$ cat config.mk
export PLATFORM = sky130hd
export DESIGN_NAME = it_core_param
export DESIGN_NICKNAME = d
export VERILOG_FILES = /design/src/rtl/it_core_param.sv
export SDC_FILE = /design/constraint.sdc
export NUM_CORES = 1
export LEC_CHECK = 0
export BUFFER_PORTS_ARGS = -buffer_cell sky130_fd_sc_hd__buf_2
export CORE_MARGIN = 3
export CORE_UTILIZATION = 55
export DETAILED_ROUTE_END_ITERATION = 10
export PLACE_DENSITY = 0.86
export SLEW_MARGIN = 20
export SYNTH_ARGS = -nofsm -noshare
export SYNTH_HDL_FRONTEND = slang
export SYNTH_SLANG_ARGS = --single-unit
$ cat constraint.sdc
create_clock -name Clock -period 3.8 [get_ports Clock]
set_input_delay 0.76 -clock Clock [delete_from_list [all_inputs] [get_ports Clock]]
set_output_delay 0.76 -clock Clock [all_outputs]
set_load 0.05 [all_outputs]
$ cat src/rtl/it_core_param.sv
// Parametrised accumulator CPU core with FSM control, datapath and an
// internal 2**ADDR_W x DATA_W program/data RAM.
//
// Ports:
//   Clock      rising-edge system clock
//   Reset      asynchronous active-low reset
//   Enter      INPUT strobe (level, edge-detected internally)
//   Input      data captured into A by INPUT
//   programEn  1 = program-load mode, execution suspended
//   Addrload   AddrIn <= AddrSel (program mode only)
//   PRload     RAM[AddrIn] <= ProgData (program mode only)
//   AddrSel    load address and RAMout debug read address
//   ProgData   program word to write
//   Halt       high while halted
//   Output     accumulator A
//   RAMout     RAM[AddrSel], combinational
//   AddrIn     program-load address register
//   Ovf        signed overflow of the last ADD/SUB
//   outState   FSM state code
module it_core_param #(
    parameter int DATA_W = 8,
    parameter int ADDR_W = 5
) (
    input  logic              Clock,
    input  logic              Reset,
    input  logic              Enter,
    input  logic [DATA_W-1:0] Input,
    input  logic              programEn,
    input  logic              Addrload,
    input  logic              PRload,
    input  logic [ADDR_W-1:0] AddrSel,
    input  logic [DATA_W-1:0] ProgData,
    output logic              Halt,
    output logic [DATA_W-1:0] Output,
    output logic [DATA_W-1:0] RAMout,
    output logic [ADDR_W-1:0] AddrIn,
    output logic              Ovf,
    output logic [3:0]        outState
);

    typedef enum logic [3:0] {
        S_START  = 4'd0,
        S_FETCH  = 4'd1,
        S_DECODE = 4'd2,
        S_EXEC   = 4'd3,
        S_INWAIT = 4'd4,
        S_HALT   = 4'd5,
        S_PROG   = 4'd6
    } state_e;

    localparam logic [2:0] OP_LOAD  = 3'b000;
    localparam logic [2:0] OP_STORE = 3'b001;
    localparam logic [2:0] OP_ADD   = 3'b010;
    localparam logic [2:0] OP_SUB   = 3'b011;
    localparam logic [2:0] OP_INPUT = 3'b100;
    localparam logic [2:0] OP_JZ    = 3'b101;
    localparam logic [2:0] OP_JPOS  = 3'b110;
    localparam logic [2:0] OP_HALT  = 3'b111;

    localparam int MSB = DATA_W - 1;

    state_e            state_q, state_d;
    logic [DATA_W-1:0] a_q, a_d;
    logic [ADDR_W-1:0] pc_q, pc_d;
    logic [DATA_W-1:0] ir_q, ir_d;
    logic [ADDR_W-1:0] addr_in_q, addr_in_d;
    logic              ovf_q, ovf_d;
    logic              enter_q;

    logic [DATA_W-1:0] mem_q [2**ADDR_W];
    logic              mem_we;
    logic [ADDR_W-1:0] mem_wa;
    logic [DATA_W-1:0] mem_wd;

    logic [2:0]        opcode;
    logic [ADDR_W-1:0] op_addr;
    logic [DATA_W-1:0] m_rd;
    logic [DATA_W-1:0] sum;
    logic [DATA_W-1:0] diff;
    logic [DATA_W-1:0] neg_m;
    logic              ovf_add;
    logic              ovf_sub;
    logic              a_eq0;
    logic              a_pos;
    logic              enter_rise;
    logic              ir_unused;

    assign opcode  = ir_q[MSB -: 3];
    assign op_addr = ir_q[ADDR_W-1:0];
    // Bits between opcode and operand address carry no meaning.
    assign ir_unused = ^ir_q;

    assign m_rd  = mem_q[op_addr];
    assign sum   = a_q + m_rd;
    assign diff  = a_q - m_rd;
    assign neg_m = '0 - m_rd;

    // Overflow: operand signs agree but result sign differs.
    // SUB is treated as A + (-M).
    assign ovf_add = (a_q[MSB] == m_rd[MSB])
                   && (sum[MSB] != a_q[MSB]);
    assign ovf_sub = (a_q[MSB] == neg_m[MSB])
                   && (diff[MSB] != a_q[MSB]);

    assign a_eq0 = (a_q == '0);
    assign a_pos = ~a_q[MSB] & ~a_eq0;

    assign enter_rise = Enter & ~enter_q;

    always_comb begin
        state_d   = state_q;
        a_d       = a_q;
        pc_d      = pc_q;
        ir_d      = ir_q;
        addr_in_d = addr_in_q;
        ovf_d     = ovf_q;
        mem_we    = 1'b0;
        mem_wa    = addr_in_q;
        mem_wd    = ProgData;

        // Program mode preempts everything; work in flight is dropped.
        if (programEn && state_q != S_PROG) begin
            state_d = S_PROG;
        end else begin
            case (state_q)
                S_START: begin
                    state_d = S_FETCH;
                end
                S_FETCH: begin
                    ir_d    = mem_q[pc_q];
                    pc_d    = pc_q + 1'b1;
                    state_d = S_DECODE;
                end
                S_DECODE: begin
                    if (opcode == OP_INPUT) begin
                        state_d = S_INWAIT;
                    end else if (opcode == OP_HALT) begin
                        state_d = S_HALT;
                    end else begin
                        state_d = S_EXEC;
                    end
                end
                S_EXEC: begin
                    state_d = S_FETCH;
                    case (opcode)
                        OP_LOAD: a_d = m_rd;
                        OP_STORE: begin
                            mem_we = 1'b1;
                            mem_wa = op_addr;
                            mem_wd = a_q;
                        end
                        OP_ADD: begin
                            a_d   = sum;
                            ovf_d = ovf_add;
                        end
                        OP_SUB: begin
                            a_d   = diff;
                            ovf_d = ovf_sub;
                        end
                        OP_JZ: begin
                            if (a_eq0) pc_d = op_addr;
                        end
                        OP_JPOS: begin
                            if (a_pos) pc_d = op_addr;
                        end
                        default: ;
                    endcase
                end
                S_INWAIT: begin
                    if (enter_rise) begin
                        a_d     = Input;
                        state_d = S_FETCH;
                    end
                end
                S_HALT: begin
                    state_d = S_HALT;
                end
                S_PROG: begin
                    // Write uses the pre-edge AddrIn; Addrload wins
                    // over the auto-increment.
                    if (PRload) begin
                        mem_we    = 1'b1;
                        mem_wa    = addr_in_q;
                        mem_wd    = ProgData;
                        addr_in_d = addr_in_q + 1'b1;
                    end
                    if (Addrload) begin
                        addr_in_d = AddrSel;
                    end
                    if (!programEn) begin
                        state_d = S_FETCH;
                        pc_d    = '0;
                        a_d     = '0;
                        ovf_d   = 1'b0;
                    end
                end
                default: begin
                    state_d = S_START;
                end
            endcase
        end
    end

    always_ff @(posedge Clock or negedge Reset) begin
        if (!Reset) begin
            state_q   <= S_START;
            a_q       <= '0;
            pc_q      <= '0;
            ir_q      <= '0;
            addr_in_q <= '0;
            ovf_q     <= 1'b0;
            enter_q   <= 1'b0;
        end else begin
            state_q   <= state_d;
            a_q       <= a_d;
            pc_q      <= pc_d;
            ir_q      <= ir_d;
            addr_in_q <= addr_in_d;
            ovf_q     <= ovf_d;
            enter_q   <= Enter;
        end
    end

    // RAM contents survive reset.
    always_ff @(posedge Clock) begin
        if (mem_we) begin
            mem_q[mem_wa] <= mem_wd;
        end
    end

    assign Halt     = (state_q == S_HALT);
    assign Output   = a_q;
    assign RAMout   = mem_q[AddrSel];
    assign AddrIn   = addr_in_q;
    assign Ovf      = ovf_q;
    assign outState = state_q;

endmodule

# After elaboration in Yosys (flattened, before gate mapping)
# Memory sizes are Yosys's and may differ from the RTL's. A register that Yosys moved wholly into a read port is not among the register bits.
# Index checks and enable logic that the tools add are counted.
dict set report op_classes {
  n_addsub 5
  multipliers 0
  div 0
  order_cmp 0
  n_eq_ne 27
  n_shift 0
  n_mux 32
  bitwise_logic 6
  n_reduce_logical 18
}
# op n
set ops {}
lappend ops {{8-bit one-hot mux with 3 select lines} 2}
lappend ops {{5-bit 2-to-1 mux} 8}
lappend ops {{8-bit 2-to-1 mux} 5}
lappend ops {{4-bit one-hot mux with 6 select lines} 1}
lappend ops {{5-bit one-hot mux with 3 select lines} 1}
lappend ops {{3-bit == test (second input constant)} 4}
lappend ops {{4-bit by 3-bit == test with 1-bit output (second input constant)} 3}
lappend ops {{4-bit 2-to-1 mux} 3}
lappend ops {{3-bit != test (second input constant)} 4}
lappend ops {{5-bit by 1-bit adder with 5-bit output (second input constant)} 2}
lappend ops {{5-bit one-hot mux with 2 select lines} 1}
lappend ops {{8-bit adder} 1}
lappend ops {{4-bit by 2-bit == test with 1-bit output (second input constant)} 2}
lappend ops {{8-bit zero test} 1}
lappend ops {{1-bit by 8-bit subtractor with 8-bit output (first input constant)} 1}
lappend ops {{8-bit subtractor} 1}
lappend ops {{3-bit by 2-bit == test with 1-bit output (second input constant)} 2}
lappend ops {{1-bit 2-to-1 mux} 6}
lappend ops {{3-bit 2-to-1 mux} 2}
lappend ops {{1-bit one-hot mux with 2 select lines} 3}
lappend ops {{6-bit AND reduction} 1}
lappend ops {{3-bit nonzero test} 2}
lappend ops {{5-bit AND reduction} 1}
lappend ops {{4-bit by 1-bit == test with 1-bit output (second input constant)} 1}
lappend ops {{other kinds (19)} 30}
dict set report totals {
  reg_bits 24
  latch_bits 0
  ram_bits 256
  rom_bits 0
  input_bits 27
  out_inout_bits 27
  word_cells 95
  memories 1
}
# name depth width read_ports rd_ports_with_merged_regs wr line
set mem_list {}
lappend mem_list {mem_q 32 8 3 1 1 70} ;# logic [DATA_W-1:0] mem_q [2**ADDR_W];

# Longest topological paths before layout
# Gate-level depths: netlist of run 1.
dict set report depth {
  depth_word 6
  ltp_mapped 21
  mapped_depth_nobuf 18
}

# Least setup slack after synthesis of run 1
# Ideal clock, no wire load.
dict set report synth_timing {
  path_type {reg2reg}
  start {register ir_q[1], read port of mem_q}
  end {register a_q[7] (netlist: Output[7])}
  setup_ps 69
  t_arrival_ps 3920
  required_time_ps 3731
  setup_slack_ps -189
  stages_incl_launch_ff 19
  path_buffers 3
  synth_period_minus_slack_ps 3989
  cell_sequence {dfrtp_1 -> buf_2 -> buf_2 -> buf_2 -> mux4_2 -> nand2_1 -> a41oi_1 -> nor3_4 -> inv_1 -> ha_1 -> nor2b_1 -> o21a_1 -> o31ai_1 -> a221o_1 -> nor2_1 -> a31oi_1 -> xor2_1 -> or4b_2 -> nand3_1}
}
dict set report synth_via {
  elab_chain_cells 4
  elab_cells_between_ends 5
  cone_classes {add/sub: 2; mux: 2; memory: 1}
}
# element line
set synth_rtl {}
lappend synth_rtl {{start: declaration} 65} ;# logic [DATA_W-1:0] ir_q, ir_d;
lappend synth_rtl {{memory read 32 x 8 bit (*)} -}
lappend synth_rtl {{8-bit subtractor or 8-bit adder (tied branches)} {95, 94}}
lappend synth_rtl {{8-bit one-hot mux with 3 select lines (*)} 145} ;# case (opcode)
lappend synth_rtl {{8-bit one-hot mux with 3 select lines (*)} 125} ;# case (state_q)
lappend synth_rtl {{end signal: assignment} 207} ;# a_q <= '0;
lappend synth_rtl {{end signal: assignment} 215} ;# a_q <= a_d;
lappend synth_rtl {{end: declaration} 63} ;# logic [DATA_W-1:0] a_q, a_d;
# Every way passes the cells marked *; elsewhere a longest branch is shown, timed or not.
# A chain may end at the register's enable or synchronous reset.

# Final worst setup path of run 1
dict set report layout_timing {
  start {register ir_q[0], read port of mem_q}
  end {register a_q[7] (netlist: Output[7])}
}
# The elaborated chain is that of the path after synthesis.

==> flow_summary.ini, run 1 <==
[status]
outcome = finished, violations left
violations = negative setup slack

[clocking]
ctsHoldBuffers = 0
ctsRootBufferMaster = clkbuf_16
clockBufferDepth = 3
cts_sinks = 287
clkLatencyLatePin_ns = 0.59
cts_tree = done
htreeDepth = 1
path_clk_slew_ns = 0.07
cts_buffers = 31

[die]
pin_count = 54
die_area_sq_um = 32300
start_util_pct = 55.9
fp.dieH_um = 180
dieWidth_um = 180
num_rows = 63
core_sq_um = 29700

[finish]
diodes = 0
finalNonFillerCells = 1606
area_delta_synth_final_pct = 18.2
finalInstanceArea_sq_um = 19700
nets = 1238
drive_above_1_share_pct = 44.7

[placement]
dpl_cell_area_sq_um = 18200
port_buffers = 52
dpl.hpwl_um = 34500
dpl_worst_slack_ns = -0.188
gp_congestion = 1.01
dp.cells = 1523

[setup_path]
worstSetupPathDepth = 17
worstPathArrival_ns = 4.36
critPathCaptureType = register
cp_slowest_cell = mux4_2
slowest_delay_ns = 0.56
worstSetupPathType = register to register
crit_required_ns = 4.30
r2r-start = ir_q[0]
startpoint = ir_q[0]
rr_worst_depth = 17
cp_max_fo = 7
path_cells = buf_12, buf_12, buf_12, mux4_2, mux2i_4, nor2_1, a21oi_1, o21a_2, ha_4, a21oi_2, o31ai_4, a221o_1, nor2_1, a31oi_1, xor2_1, or4b_4, nand3_2
critPathBufInv = 3
timing.rr.end = Output[7]
critPathLaunchType = register
path_common_cell = buf_12
cpLargestDelayFamily = compound AO/OA/AOI/OAI gates
r2r_slack_ns = -0.06

[global_route]
grt_max_degree = 57
overflow = 0
grt_pass1_wl_um = 76700
grt_usage_pct = 31.7
antenna_found_initial = 0
first_global_vias = 11900

[yosys]
synth_edf_count = 256
synth_seq_cells = 287
synth_nets = 1082
synth-warning-count = 0
yosys.area.top_type = edfxtp_1
ys_async_sr_fraction_pct = 10.8
yosysMostFrequentCell = edfxtp_1
syn_area_per_cell_sq_um = 16.1
yosysSeqAreaShare_pct = 50.9
synth_top_area_share_pct = 46.3
synth_cells = 1035
synth.cell_area_sq_um = 16600
synth.area.top_cells = edfxtp_1, mux4_2, dfrtp_1, mux2i_1, nor2_1
synth_commonest_cells = edfxtp_1, mux4_2, nor2_1
synth.distinct_cells = 71
synth-main-ff-cell = edfxtp_1

[routing]
ant_nets = 0
drt-total-wl_um = 51600
drc = 0
wl_per_cell_um = 32.1
drtIter0Drc = 1648
dr.pass1.iters = 5
viasPerCell = 7.27
vias = 11700

[sta]
max_freq_ghz = 0.259
max-slew-margin-rel_pct = 19.0
setup_viol = 1
maxSlewViolCount = 0
rsz0062_at_grt = yes
hold_ws_ns = 0.262
finalCritPeriodShare_pct = 102
skew_ns = 0.0284
layout_setup_ws_ns = -0.0638
worstMarginPinSlew_ns = 1.21
finalHoldViolations = 0
fin_crit_ns = 3.86
finalSetupTns_ns = -0.0638

[job]
max_cap_violations = 0

[power]
power.density_nw_per_um2 = 788
irDropWorstVdd_mv = 0.575
p_leak_uw = 0.00682

[worst_hold_path]
hp-class = input pin to asynchronous set/reset pin
-- cell type report --
class	count	area [sq um]
fill	1925	10100
sequential	287	8470
multi-input combinational	642	7940
timing repair buffer	206	1650
clock buffer	34	787
tap	390	488
clock inverter	24	226
inverter	23	88.8
-- cells by family after synthesis --
family	count (synthesis)	synth area share (%)
other	1	0.0226
DFF	287	50.9
AOI/OAI and AO/OA	139	5.55
adders and majority gates	20	1.60
xor gates and xnor gates	8	0.422
muxes	281	33.0
buffers and inverters	106	2.75
and+or+nand+nor	193	5.75
-- placed cells by master, fill, tap and decap left out, drive strengths merged, types with 7 or more instances in the layout --
| cell type | synthesis | routed |
|---|---|---|
| mux2 | 21 | 21 |
| mux2i | 51 | 51 |
| ha | 18 | 18 |
| nand2b | 9 | 9 |
| edfxtp | 256 | 256 |
| nor2b | 16 | 16 |
| a21oi | 44 | 44 |
| nand3 | 19 | 19 |
| a22oi | 19 | 19 |
| nand2 | 40 | 40 |
| clkinv | 1 | 15 |
| inv | 22 | 28 |
| mux4 | 209 | 209 |
| nor3b | 8 | 8 |
| nor2 | 71 | 71 |
| nand4 | 7 | 7 |
| o21ai | 27 | 27 |
| dfrtp | 31 | 31 |
| clkbuf | 51 | 35 |
| buf | 32 | 205 |
-- sequential cells by signal, summed over array words and instances, names as in the netlist --
register	cells
mem_q	256
Output	8
ir_q	8
AddrIn	5
pc_q	5
outState	3
Ovf	1
enter_q	1
-- how the worst max path moves through the flow --
stage / to / slack (ns)
after floorplan: Output[7] / -0.01
after global placement: Output[7] / -0.19
after detailed placement: Output[7] / -0.19
after CTS: Ovf / -0.01
after global routing: Output[7] / -0.17
final: Output[7] / -0.06
-- layer usage --
layer  wire [um]  up-vias  track usage (%)
met5           0        -                0
met4        3010        0             14.3
met3        6570      203             7.51
met2       24700     1002             51.3
met1       17300     5840             41.4
li1            -     4626                -
-- where the power goes --
part	total, uW	switching [uW]	leakage (uW)	internal, uW
logic	8330	4270	0.00366	4070
registers	4140	493	0.00267	3640
clock network	3020	1350	0.000493	1660
-- through the flow --
step / util (%) / power (uW)
after floorplan: - / 8870
after global placement: 61.2 / 11200
after detailed placement: 61.2 / 11400
after CTS: 65.5 / 14900
after global routing: 66.1 / 16100
final: 66.1 / 15500
-- repair_timing --
| action | 4_1_cts | 5_1_grt |
|---|---|---|
| setup endpoints to repair | 3 | 5 |
| buffers inserted | 16 | 8 |
| gates resized for setup | 28 | 36 |
| pin swaps | 5 | 25 |
| cloned | 1 | 1 |
Note: power is estimated with default switching activity, not from simulation.
==> inputs of run 2 (changes only) <==
--- a/config.mk
+++ b/config.mk
@@ -9,6 +9,7 @@
 export CORE_MARGIN = 3
 export CORE_UTILIZATION = 55
 export DETAILED_ROUTE_END_ITERATION = 10
+export GPL_TIMING_DRIVEN = 0
 export PLACE_DENSITY = 0.86
 export SLEW_MARGIN = 20
 export SYNTH_ARGS = -nofsm -noshare
==> flow_summary.ini, run 2 (synthesis gave the netlist of run 1 again) <==
[status]
outcome = finished, violations left
violations = negative setup slack

[routing]
vias = 12200
ant_nets = 0
drt-total-wl_um = 60500
drc = 0
wl_met2_um = 27300
drtIter0Drc = 2009
wl_per_cell_um = 38.1
m1WireLength_um = 19700
met3_length_um = 8800
dr.max_layer_used = met4
dr.pass1.iters = 5
viasPerCell = 7.72

[finish]
regMostFlops = mem_q
drive_above_1_share_pct = 45.1
fin_util_pct = 66.9
largest_register_ffs = 256
diodes = 0
area_delta_synth_final_pct = 19.7
most-common-layout-cells = edfxtp_1, mux4_2, buf_2
mostFrequentLayoutCell = edfxtp_1
finalInstanceArea_sq_um = 19900
nets = 1221

[power]
power.density_nw_per_um2 = 834
p_leak_uw = 0.00669
irDropWorstVdd_mv = 0.490

[setup_path]
worstPathArrival_ns = 4.61
critPathCaptureType = register
worstSetupPathType = register to register
startpoint = ir_q[4]
cp_max_fo = 10
crit_required_ns = 4.33
critPathLaunchType = register
r2r-start = ir_q[4]

[sta]
finalHoldViolations = 0
rsz0062_at_grt = yes
layout_setup_ws_ns = -0.288
finalCritPeriodShare_pct = 108
skew_ns = 0.0237
maxSlewViolCount = 0
finalSetupTns_ns = -0.794
fin_crit_ns = 4.09
setup_viol = 5
max-slew-margin-rel_pct = 13.5
max_freq_ghz = 0.245
worstMarginPinSlew_ns = 1.30
hold_ws_ns = 0.276

[global_route]
first_global_vias = 11900
antenna_found_initial = 0
grt_pass1_wl_um = 84300
grt_max_degree = 33
grt_usage_pct = 36.7
overflow = 0

[placement]
port_buffers = 46
dpl_worst_slack_ns = -1.27
gp_congestion = 1.02
dpl.hpwl_um = 40000
dpl_cell_area_sq_um = 17400

[clocking]
htreeDepth = 1
cts_sinks = 287
cts_tree = done
cts_buffers = 31
path_clk_slew_ns = 0.08
clockBufferDepth = 3
ctsHoldBuffers = 0
ctsRootBufferMaster = clkbuf_16
clkLatencyLatePin_ns = 0.59

[die]
num_rows = 63
pin_count = 54
core_sq_um = 29700
die_area_sq_um = 32300
start_util_pct = 55.9
dieWidth_um = 180
fp.dieH_um = 180

[job]
max_cap_violations = 0

[worst_hold_path]
hp-class = input pin to asynchronous set/reset pin
run 2: cell count changes in the layout (fill, tap and decap cells not counted), sizes merged:
cell / change
buf: -67
bufinv: +5
clkbuf: +51
clkinv: -4
inv: -5
run 2: cell type report:
type                       count  area (sq um)
buffer                        82           613
clock buffer                  35           791
clock inverter                20           282
fill                        1958          9830
inverter                      23          96.3
multi-input combinational    642          8300
sequential                   287          8470
tap                          390           488
timing repair buffer         107           857
run 2: worst max-delay path, stage by stage, from the launching register on:
cell and delay [ns]:
dfrtp_1 0.61, buf_2 0.45, clkbuf_2 0.43, a41oi_2 0.21
nor3_4 0.31, inv_2 0.11, ha_4 0.18, nor2b_4 0.12
o21a_4 0.20, o31ai_4 0.20, a221o_1 0.21, nor2_1 0.05
a31oi_1 0.20, xor2_1 0.12, or4b_4 0.53, nand3_2 0.07
run 2: repair_timing:
| item | 4_1_cts | 5_1_grt |
|---|---|---|
| gates resized for setup | 184 | 43 |
| setup endpoints to repair | 272 | 136 |
| cloned | 1 | 0 |
| buffers inserted | 34 | 29 |
| pin swaps | 34 | 39 |
run 2: worst paths after layout:
kind,endpoint,slack (ns),depth (start not counted)
max,Output[7],-0.29,15
min reg2reg,pc_q[2],0.61,1
max reg2reg,Output[7],-0.29,15
min in group Clock,enter_q,0.29,1
min,ir_q[2],0.28,1
max in group asynchronous,ir_q[1],2.94,1
run 2: power breakdown:
group / internal (uW) / total (uW) / switching, uW
sequential: 3640 / 3920 / 281
clock: 1960 / 3270 / 1310
combinational: 4080 / 9400 / 5320
run 2: routing by layer:
metal,vias up,global-route usage [%]
li1,4595,-
met1,6137,47.6
met2,1216,56.2
met3,295,11.1
met4,0,19.8
met5,-,0
run 2: per-stage QoR:
stage	power, uW	instances
global placement	11000	1471
floorplan	8870	1035
detailed placement	11200	1471
finish	16600	1586
global route	17000	1586
CTS	15600	1559
